### src/rtl/axi_ram_wr_intf_ctl.sv
// AXI write-channel slave (AW/W/B) driving a single-port RAM write strobe interface.
// One outstanding burst; address stepped per accepted beat, one B response per burst.
module axi_ram_wr_intf_ctl #(
    parameter int ADDR_W = 32,
    parameter int DATA_W = 32,
    parameter int ID_W   = 4
) (
    input  logic                clock,
    input  logic                reset,
    output logic                io_axi_mst_aw_chl_ready,
    input  logic                io_axi_mst_aw_chl_valid,
    input  logic [ID_W-1:0]     io_axi_mst_aw_chl_bits_awid,
    input  logic [ADDR_W-1:0]   io_axi_mst_aw_chl_bits_awaddr,
    input  logic [2:0]          io_axi_mst_aw_chl_bits_awsize,
    input  logic [3:0]          io_axi_mst_aw_chl_bits_awlen,
    input  logic [1:0]          io_axi_mst_aw_chl_bits_awburst,
    input  logic [1:0]          io_axi_mst_aw_chl_bits_awlock,
    input  logic [1:0]          io_axi_mst_aw_chl_bits_awcache,
    input  logic [1:0]          io_axi_mst_aw_chl_bits_awprot,
    output logic                io_axi_mst_w_chl_ready,
    input  logic                io_axi_mst_w_chl_valid,
    input  logic [DATA_W-1:0]   io_axi_mst_w_chl_bits_wdata,
    input  logic [DATA_W/8-1:0] io_axi_mst_w_chl_bits_wstrb,
    input  logic                io_axi_mst_w_chl_bits_wlast,
    input  logic                io_axi_mst_b_chl_ready,
    output logic                io_axi_mst_b_chl_valid,
    output logic [ID_W-1:0]     io_axi_mst_b_chl_bits_bid,
    output logic [1:0]          io_axi_mst_b_chl_bits_bresp,
    output logic [ADDR_W-1:0]   io_adr,
    output logic                io_wen,
    output logic [DATA_W-1:0]   io_wdat,
    output logic [DATA_W/8-1:0] io_wstrb,
    input  logic                io_wrdy
);

    localparam int STRB_W   = DATA_W / 8;
    localparam int MAX_SIZE = $clog2(STRB_W);

    typedef enum logic [1:0] {
        S_IDLE,
        S_DATA,
        S_RESP
    } state_t;

    state_t            r_state;
    logic [ID_W-1:0]   r_id;
    logic [ADDR_W-1:0] r_addr;
    logic [2:0]        r_size;
    logic [3:0]        r_len;
    logic [1:0]        r_burst;
    logic [3:0]        r_cnt;
    logic              r_err;

    logic              w_aw_hs;
    logic              w_beat;
    logic              w_last;
    logic              w_aw_err;
    logic              w_wrap_ok;
    logic [ADDR_W-1:0] w_step;
    logic [ADDR_W-1:0] w_bnd;
    logic [ADDR_W-1:0] w_next_addr;
    logic              w_unused;

    assign w_unused = ^{io_axi_mst_aw_chl_bits_awlock, io_axi_mst_aw_chl_bits_awcache,
                        io_axi_mst_aw_chl_bits_awprot};

    assign io_axi_mst_aw_chl_ready = (r_state == S_IDLE) && !reset;
    assign io_axi_mst_w_chl_ready  = (r_state == S_DATA) && io_wrdy;
    assign io_axi_mst_b_chl_valid  = (r_state == S_RESP);
    assign io_axi_mst_b_chl_bits_bid   = r_id;
    assign io_axi_mst_b_chl_bits_bresp = ((r_state == S_RESP) && r_err) ? 2'b10 : 2'b00;

    assign w_aw_hs = io_axi_mst_aw_chl_valid && io_axi_mst_aw_chl_ready;
    assign w_beat  = io_axi_mst_w_chl_valid && io_axi_mst_w_chl_ready;
    assign w_last  = (r_cnt == r_len);

    // RAM sees the beat on the same edge it is accepted, so data and strobes pass straight through
    assign io_wen   = w_beat;
    assign io_adr   = r_addr;
    assign io_wdat  = (r_state == S_DATA) ? io_axi_mst_w_chl_bits_wdata : '0;
    assign io_wstrb = (r_state == S_DATA) ? io_axi_mst_w_chl_bits_wstrb : '0;

    assign w_aw_err = (32'(io_axi_mst_aw_chl_bits_awsize) > MAX_SIZE)
                   || (io_axi_mst_aw_chl_bits_awburst == 2'b11)
                   || ((io_axi_mst_aw_chl_bits_awburst == 2'b10)
                       && !(io_axi_mst_aw_chl_bits_awlen inside {4'd1, 4'd3, 4'd7, 4'd15}));

    assign w_wrap_ok = (r_burst == 2'b10) && (r_len inside {4'd1, 4'd3, 4'd7, 4'd15});
    assign w_step    = ADDR_W'(1) << r_size;
    assign w_bnd     = (ADDR_W'(r_len) + ADDR_W'(1)) << r_size;

    // Illegal wrap lengths and the reserved burst type fall back to incrementing
    always_comb begin
        w_next_addr = r_addr + w_step;
        if (r_burst == 2'b00) begin
            w_next_addr = r_addr;
        end else if (w_wrap_ok) begin
            w_next_addr = (r_addr & ~(w_bnd - ADDR_W'(1)))
                        | ((r_addr + w_step) & (w_bnd - ADDR_W'(1)));
        end
    end

    // The beat counter, not wlast, ends the burst; a wlast disagreement only poisons bresp
    always_ff @(posedge clock or posedge reset) begin
        if (reset) begin
            r_state <= S_IDLE;
            r_id    <= '0;
            r_addr  <= '0;
            r_size  <= '0;
            r_len   <= '0;
            r_burst <= '0;
            r_cnt   <= '0;
            r_err   <= 1'b0;
        end else begin
            case (r_state)
                S_IDLE: begin
                    if (w_aw_hs) begin
                        r_id    <= io_axi_mst_aw_chl_bits_awid;
                        r_addr  <= io_axi_mst_aw_chl_bits_awaddr;
                        r_size  <= io_axi_mst_aw_chl_bits_awsize;
                        r_len   <= io_axi_mst_aw_chl_bits_awlen;
                        r_burst <= io_axi_mst_aw_chl_bits_awburst;
                        r_cnt   <= '0;
                        r_err   <= w_aw_err;
                        r_state <= S_DATA;
                    end
                end
                S_DATA: begin
                    if (w_beat) begin
                        r_cnt  <= r_cnt + 4'd1;
                        r_addr <= w_next_addr;
                        if (io_axi_mst_w_chl_bits_wlast != w_last) begin
                            r_err <= 1'b1;
                        end
                        if (w_last) begin
                            r_state <= S_RESP;
                        end
                    end
                end
                S_RESP: begin
                    if (io_axi_mst_b_chl_ready) begin
                        r_state <= S_IDLE;
                    end
                end
                default: r_state <= S_IDLE;
            endcase
        end
    end

endmodule

### config.mk
export PLATFORM = sky130hd
export DESIGN_NAME = axi_ram_wr_intf_ctl
export DESIGN_NICKNAME = d
export VERILOG_FILES = /design/src/rtl/axi_ram_wr_intf_ctl.sv
export SDC_FILE = /design/constraint.sdc
export NUM_CORES = 1
export LEC_CHECK = 0
export BUFFER_PORTS_ARGS = -buffer_cell sky130_fd_sc_hd__buf_4
export CAP_MARGIN = 15
export CORE_UTILIZATION = 28
export CTS_CLUSTER_DIAMETER = 80
export CTS_CLUSTER_SIZE = 20
export DETAILED_ROUTE_END_ITERATION = 6
export HOLD_SLACK_MARGIN = 0.05
export PLACE_DENSITY = 0.56
export SLEW_MARGIN = 30
export SYNTH_ARGS = -nofsm -noshare
export SYNTH_HDL_FRONTEND = slang
export SYNTH_SLANG_ARGS = --single-unit
### constraint.sdc
create_clock -name clock -period 5.6 [get_ports clock]
set_input_delay 1.12 -clock clock [delete_from_list [all_inputs] [get_ports clock]]
set_output_delay 1.12 -clock clock [all_outputs]
set_load 0.05 [all_outputs]
==> metrics.md, run 1 <==
| Metric | Value |
|---|---|
| Most frequent cells in the layout | `172 x buf_4, 52 x dfrtp_1, 49 x a21oi_1` |
| Avg Cell Area, Syn | `8.03 um^2` |
| Clock skew | `13.7 ps` |
| Sw Share | `56.8%` |
| Synth top area cells | `dfrtp_1 31%, and2_1 6.2%, a21oi_1 5.8%` |
| Routed wl met3 | `994 um` |
| Number of cells upsized or downsized after cts | `0` |
| Largest incremental delay on the critical path | `650 ps` |
| Post-synth top area cell | `dfrtp_1` |
| Htree depth | `2` |
| Footprint of the multi-input gates | `roughly 2700 um^2` |
| RD Place Congestion | `between 0.8 and 0.9` |
| Routed vias | `4597` |
| Critical Path End Type | `register` |
| Async SR Flop Fraction | `100%` |
| DRT Wirelength | `around 14000 um` |
| DRT Pass-1 Iters | `7` |
| Crit path max fanout | `23` |
| Int Pwr | `1.72 mW` |
| Number of flops mapped to enable cells by yosys | `0` |
| Hold Vio Cnt, Final | `0` |
| First-pass GRT wire length | `22500 um` |
| Nets | `785` |
| FP Rows | `44` |
| Max cap viols | `0` |
| Kind of critical path | `register to register` |
| Met1 wire length | `5920 um` |
| Fin. max-slew vios | `0` |
| Fraction of layout cells with a size suffix above 1 | `30.7%` |
| Final setup vio count | `0` |
| Synth Warn # | `0` |
| Die area | `15700 um^2` |
| Clock buffer depth | `2` |
| Failing checks | `DRC` |
| Fillcell total | `~1500` |
| Antenna cells | `0` |
| FMAX | `245 MHz` |
| Antenna violations before repair | `0` |
| Setup TNS | `0 ps` |
| Netlist Area Pre-Place | `4260 um^2` |
| Slowest cell on the critical path | `nor2_1` |
| GRT overflow | `0` |
| Power per cell area | `686 nW/um^2` |
| Static leakage | `2.63 nW` |
| Critical path arrival | `4290 ps` |
| Total clock sinks | `between 50 and 60` |
| Met2 wire length | `7220 um` |
| Yosys cell types | `64` |
| Synth Net Count | `between 600 and 700` |
| Top routing layer in use | `met4` |
| Initial Util | `29.0%` |
| Largest net degree at the start of global routing | `47` |
| Total net switching power | `~2.3 mW` |
| Worst min path class | `register to register` |
| Root Driver | `clkbuf_16` |
| Cells after synthesis | `530` |
| Placed inst area | `5640 um^2` |
| Combinational cell fraction of total power | `70.5%` |
| Most frequent cell on the critical path | `nor2_1` |
| #FFs+latches synth | `52` |
| # port buffers | `164` |
| Worst path cell trace | `or2_2 > nor2_1 > ha_1 > inv_1 > fa_1 > nor2b_1 > o21ai_0 > a21oi_1 > o41ai_1 > buf_4 > nor2_1 > nand2_1 > or4_1 > o211ai_1` |
| Critical Path Source Type | `register` |
| Die width | `between 100 and 150 um` |
| Number of DRC markers in iteration 0 | `318` |
| CP required | `~5800 ps` |
| Syn-to-layout area delta | `36.4%` |
| Register area | `1300 um^2` |
| DRC Markers | `7` |
| Vias per cell | `about 5.3` |
| Post-detail-place hpwl | `10900 um` |
| Sequential fraction of the synthesis area | `30.6%` |
| Total track usage | `a little under a fifth` |
| Most common cell after layout, fill and taps aside | `buf_4` |
| Clock transition at path regs | `80 ps` |
| Status | `complete, but fails checks` |
| Clock network fraction of design power | `9.1%` |
| CTS Buf Count | `5` |
| Clk Latency, worst-skew pair | `300 ps` |
| Total power | `between 3 and 4 mW` |
| I/O Pins | `172` |
| Top-area cell type share of the netlist area | `between 30% and 40%` |
| Final non-filler cell total | `862` |
| Cell area after layout | `5810 um^2` |
| Cts hold-fix bufs | `0` |
| Number of global-route vias before repair | `approximately 4400` |
| Antenna viol nets, final | `0` |
| Min cycle time layout | `4080 ps` |
| Fin crit share | `between 70 and 80%` |
| Core Util, Final | `39.5%` |
| WL per Instance | `16.6 um` |
| RSZ-0062 raised after global routing | `false` |
| Seq pwr share | `20.4%` |
| Postcts setup bufs | `0` |
| Relative slew margins | `approximately 44%` |
| CTS tree | `done` |
| Die Span Y | `125 um` |
| Pin slew with the least headroom to its limit | `833 ps` |
| VDD IR max | `about 0.38 mV` |
| Core area | `14700 um^2` |
| Placed insts | `854` |
| Top FF cell, synth | `dfrtp_1` |
[cells in the mapped netlist, types with 5 or more instances]
| master | instances |
|---|---|
| a211oi_1 | 5 |
| a21oi_1 | 49 |
| a32oi_1 | 6 |
| and2_1 | 42 |
| and3_1 | 10 |
| buf_2 | 9 |
| clkbuf_1 | 21 |
| dfrtp_1 | 52 |
| ha_1 | 13 |
| inv_1 | 30 |
| mux2_2 | 15 |
| nand2_1 | 45 |
| nand3_1 | 23 |
| nand4_1 | 8 |
| nor2_1 | 36 |
| nor2b_1 | 7 |
| nor3_1 | 9 |
| o21ai_0 | 26 |
| o21bai_1 | 5 |
| o22ai_1 | 16 |
| o31a_1 | 9 |
| or3_1 | 5 |
| xnor2_1 | 10 |
| xor2_1 | 9 |
[layout make-up]
type                            count  area share (%)
Multi-Input combinational cell    416            46.6
Tap cell                          184            3.96
Clock inverter                      3           0.733
Clock buffer                        5            2.15
Inverter                           30            1.94
Sequential cell                    52            22.4
Timing Repair Buffer              172            22.2
[metal layers]
metal  track usage (%)  vias to the layer above
met2              32.5                      200
li1                  -                     2215
met3              3.42                       16
met1              22.1                     2166
met4              4.16                        0
met5                 0                        -
[critical path, delay by kind of cell, from the launching register on]
| family | cells | cell delay [ps] |
|---|---|---|
| AND/OR/NAND/NOR | 6 | 2000 |
| flip-flops | 1 | 620 |
| AO/OA/AOI/OAI | 4 | 580 |
| adder cells (fa/ha/maj) | 2 | 560 |
| buffers and inverters | 2 | 220 |
[power by group through the flow]
stage,combinational (mW),sequential (mW),clock (mW)
floorplan,1.74,1.12,0
global placement,2.76,0.808,0
detailed placement,2.80,0.814,0
CTS,2.81,0.807,0.373
global route,3.02,0.851,0.388
finish,2.81,0.812,0.364
[final timing paths]
check,slack [ps],depth (start not counted),start,end
worst max register to register,1520,14,r_size[1],register
max in group asynchronous,3860,3,reset,asynchronous set/reset pin
worst max-delay path,1520,14,r_size[1],register
worst min register to register,510,1,io_axi_mst_b_chl_bits_bid[0],io_axi_mst_b_chl_bits_bid[0]
worst min-delay path,510,1,io_axi_mst_b_chl_bits_bid[0],io_axi_mst_b_chl_bits_bid[0]
min in group asynchronous,900,2,reset,r_cnt[1]
[through the flow]
| stage | hold WS (ps) | setup slack [ps] |
|---|---|---|
| 2_1_floorplan | 508 | 1320 |
| 3_3_place_gp | 496 | 1640 |
| 3_5_place_dp | 493 | 1560 |
| 4_1_cts | 511 | 1510 |
| 5_1_grt | 524 | 1230 |
| 6_report | 509 | 1520 |
[cell families (layout without fill, tap and decap cells)]
| group | count (synthesis) | count (layout) | share of synthesized area, % |
|---|---|---|---|
| AOI/OAI and AO/OA | 155 | 155 | 24.5 |
| xor gates and xnor gates | 19 | 19 | 3.91 |
| adders and majority gates | 14 | 14 | 4.29 |
| buffers and inverters | 62 | 210 | 5.99 |
| DFF | 52 | 52 | 30.6 |
| muxes | 16 | 16 | 4.20 |
| other | 1 | 1 | 0.0881 |
| and+or+nand+nor | 211 | 211 | 26.4 |
Power figures use the tool's default switching activity.
==> run 2, diff against run 1 <==
PLACE_DENSITY = 0.58   (was 0.56)
clock period = 3.4 ns   (was 5.6 ns; I/O delays follow)
==> run 2 against run 1 <==
Effect of this change:
- clock power rose by 52%
- flip-flop and latch count unchanged
- final area is 2.4% higher
- the flow still finishes with violations (DRC)
- global-route usage is 0.47 points higher
- sequential power is 56% higher
- critical path type unchanged
- power grew 68%
- register-to-register slack got worse by 1300 ps
- count of clock-buffer cells in the layout grew 1
- sequential share of layout area shrank 0.50 points
- largest cell class unchanged
- die area unchanged
==> metrics.md, run 2 (synthesis gave the netlist of run 1 again) <==
| Metric | Value |
|---|---|
| Post-detail-place hpwl | `11400 um` |
| Antenna violations before repair | `0` |
| Clock skew | `9.33 ps` |
| Root Driver | `clkbuf_16` |
| Kind of critical path | `register to register` |
| Htree depth | `2` |
| Final setup vio count | `0` |
| Most common cell after layout, fill and taps aside | `buf_4` |
| CTS tree | `done` |
| Total net switching power | `3.79 mW` |
| Crit path max fanout | `7` |
| I/O Pins | `172` |
| Initial Util | `29.0%` |
| Most frequent cells in the layout | `186 x buf_4, 51 x dfrtp_1, 49 x a21oi_1` |
| Die width | `between 100 and 150 um` |
| FMAX | `319 MHz` |
| Antenna cells | `0` |
| GRT overflow | `0` |
| Fraction of layout cells with a size suffix above 1 | `32.9%` |
| First-pass GRT wire length | `23200 um` |
| Syn-to-layout area delta | `39.6%` |
| Number of DRC markers in iteration 0 | `roughly 310` |
| Int Pwr | `between 2 and 3 mW` |
| Fillcell total | `1469` |
| Relative slew margins | `~55%` |
| Sw Share | `56.7%` |
| Max cap viols | `0` |
| Register area | `1300 um^2` |
| Worst min path class | `input pin to asynchronous set/reset pin` |
| Number of global-route vias before repair | `4591` |
| Vias per cell | `5.37` |
| Clock network fraction of design power | `under 10%` |
| Largest net degree at the start of global routing | `52` |
| Min cycle time layout | `3140 ps` |
| Seq pwr share | `19.0%` |
| Total track usage | `18.5%` |
| Power per cell area | `1120 nW/um^2` |
| Core area | `~15000 um^2` |
| Critical Path End Type | `register` |
| Fin crit share | `92.2%` |
| Clock buffer depth | `2` |
| Total clock sinks | `52` |
| Clock transition at path regs | `70 ps` |
| Static leakage | `2.71 nW` |
| Antenna viol nets, final | `0` |
| Die Span Y | `125 um` |
| CTS Buf Count | `5` |
| RSZ-0062 raised after global routing | `false` |
| Cell area after layout | `5950 um^2` |
| DRT Wirelength | `14500 um` |
| Combinational cell fraction of total power | `72.8%` |
| Routed vias | `4713` |
| Hold Vio Cnt, Final | `0` |
| # port buffers | `164` |
| FP Rows | `44` |
| Status | `complete, but fails checks` |
| Nets | `800` |
| Clk Latency, worst-skew pair | `around 300 ps` |
| Worst setup startpoint | `r_size[1]` |
| DRT Pass-1 Iters | `7` |
| VDD IR max | `0.505 mV` |
| Die area | `15700 um^2` |
| CP required | `3610 ps` |
| Fin. max-slew vios | `0` |
| RD Place Congestion | `0.848` |
| Failing checks | `DRC` |
| Core Util, Final | `40.4%` |
| WL per Instance | `16.5 um` |
| WHS | `496 ps` |
| Setup TNS | `0 ps` |
| DRC Markers | `4` |
| Placed inst area | `5740 um^2` |
| Reg-to-Reg Start | `r_size[1]` |
| Critical Path Source Type | `register` |
| Footprint of the multi-input gates | `2750 um^2` |
| Pin slew with the least headroom to its limit | `675 ps` |
| Critical path arrival | `between 3000 and 4000 ps` |
==> run 2: worst paths after layout <==
check,slack [ps],end,depth (start not counted)
max,260,register,13
min,500,io_axi_mst_b_chl_bits_bid[2],2
max reg2reg,260,register,13
min reg2reg,520,io_axi_mst_b_chl_bits_bid[2],1
max in group asynchronous,2090,asynchronous set/reset pin,3
min in group clock,520,io_axi_mst_b_chl_bits_bid[2],1
==> run 2: repair_timing <==
action	in CTS	in global routing
buffers inserted	0	1
setup endpoints to repair	0	19
gates resized for setup	0	7
hold buffers	0	0
endpoints found under the hold margin	0	0
==> run 2: metal layers <==
layer,GRT usage [%],share of wire (%)
met5,0,0
met2,31.3,48
met3,4.54,8.2
met1,22.6,41
met4,7.10,2.5
==> run 2: power by group through the flow <==
stage	sequential, mW	clock (mW)	combinational (mW)
after global routing	1.32	0.592	5.27
after detailed placement	1.27	0	4.75
after floorplan	1.85	0	2.86
final	1.27	0.552	4.86
after global placement	1.25	0	4.69
after CTS	1.27	0.566	4.77
==> run 2: area by class of cell <==
class,instances,share of cell area (%)
clock buffer,6,2.34
clock inverter,2,0.295
inverter,30,1.89
multi-input combinational,417,46.2
sequential,52,21.9
tap,184,3.87
timing repair buffer,186,23.5
==> run 2: stage by stage <==
step                std cells  setup slack [ps]  total power [mW]
floorplan                 530               175              4.71
global route              877              7.66              7.18
global placement          867               242              5.94
CTS                       875              94.8              6.61
finish                    877               265              6.68
detailed placement        867               148              6.03
==> run 2: worst max-delay path, cell delays in order, from the launching register on <==
cell and delay [ps]:
dfrtp_2 450, or2_2 340, nor2_1 120, ha_1 180, inv_1 50, fa_1 380, nor2b_1 160, o21ai_1 100
a21oi_1 240, o41ai_2 120, nor2_1 200, nand2_1 100, or4_1 480, o211ai_1 100
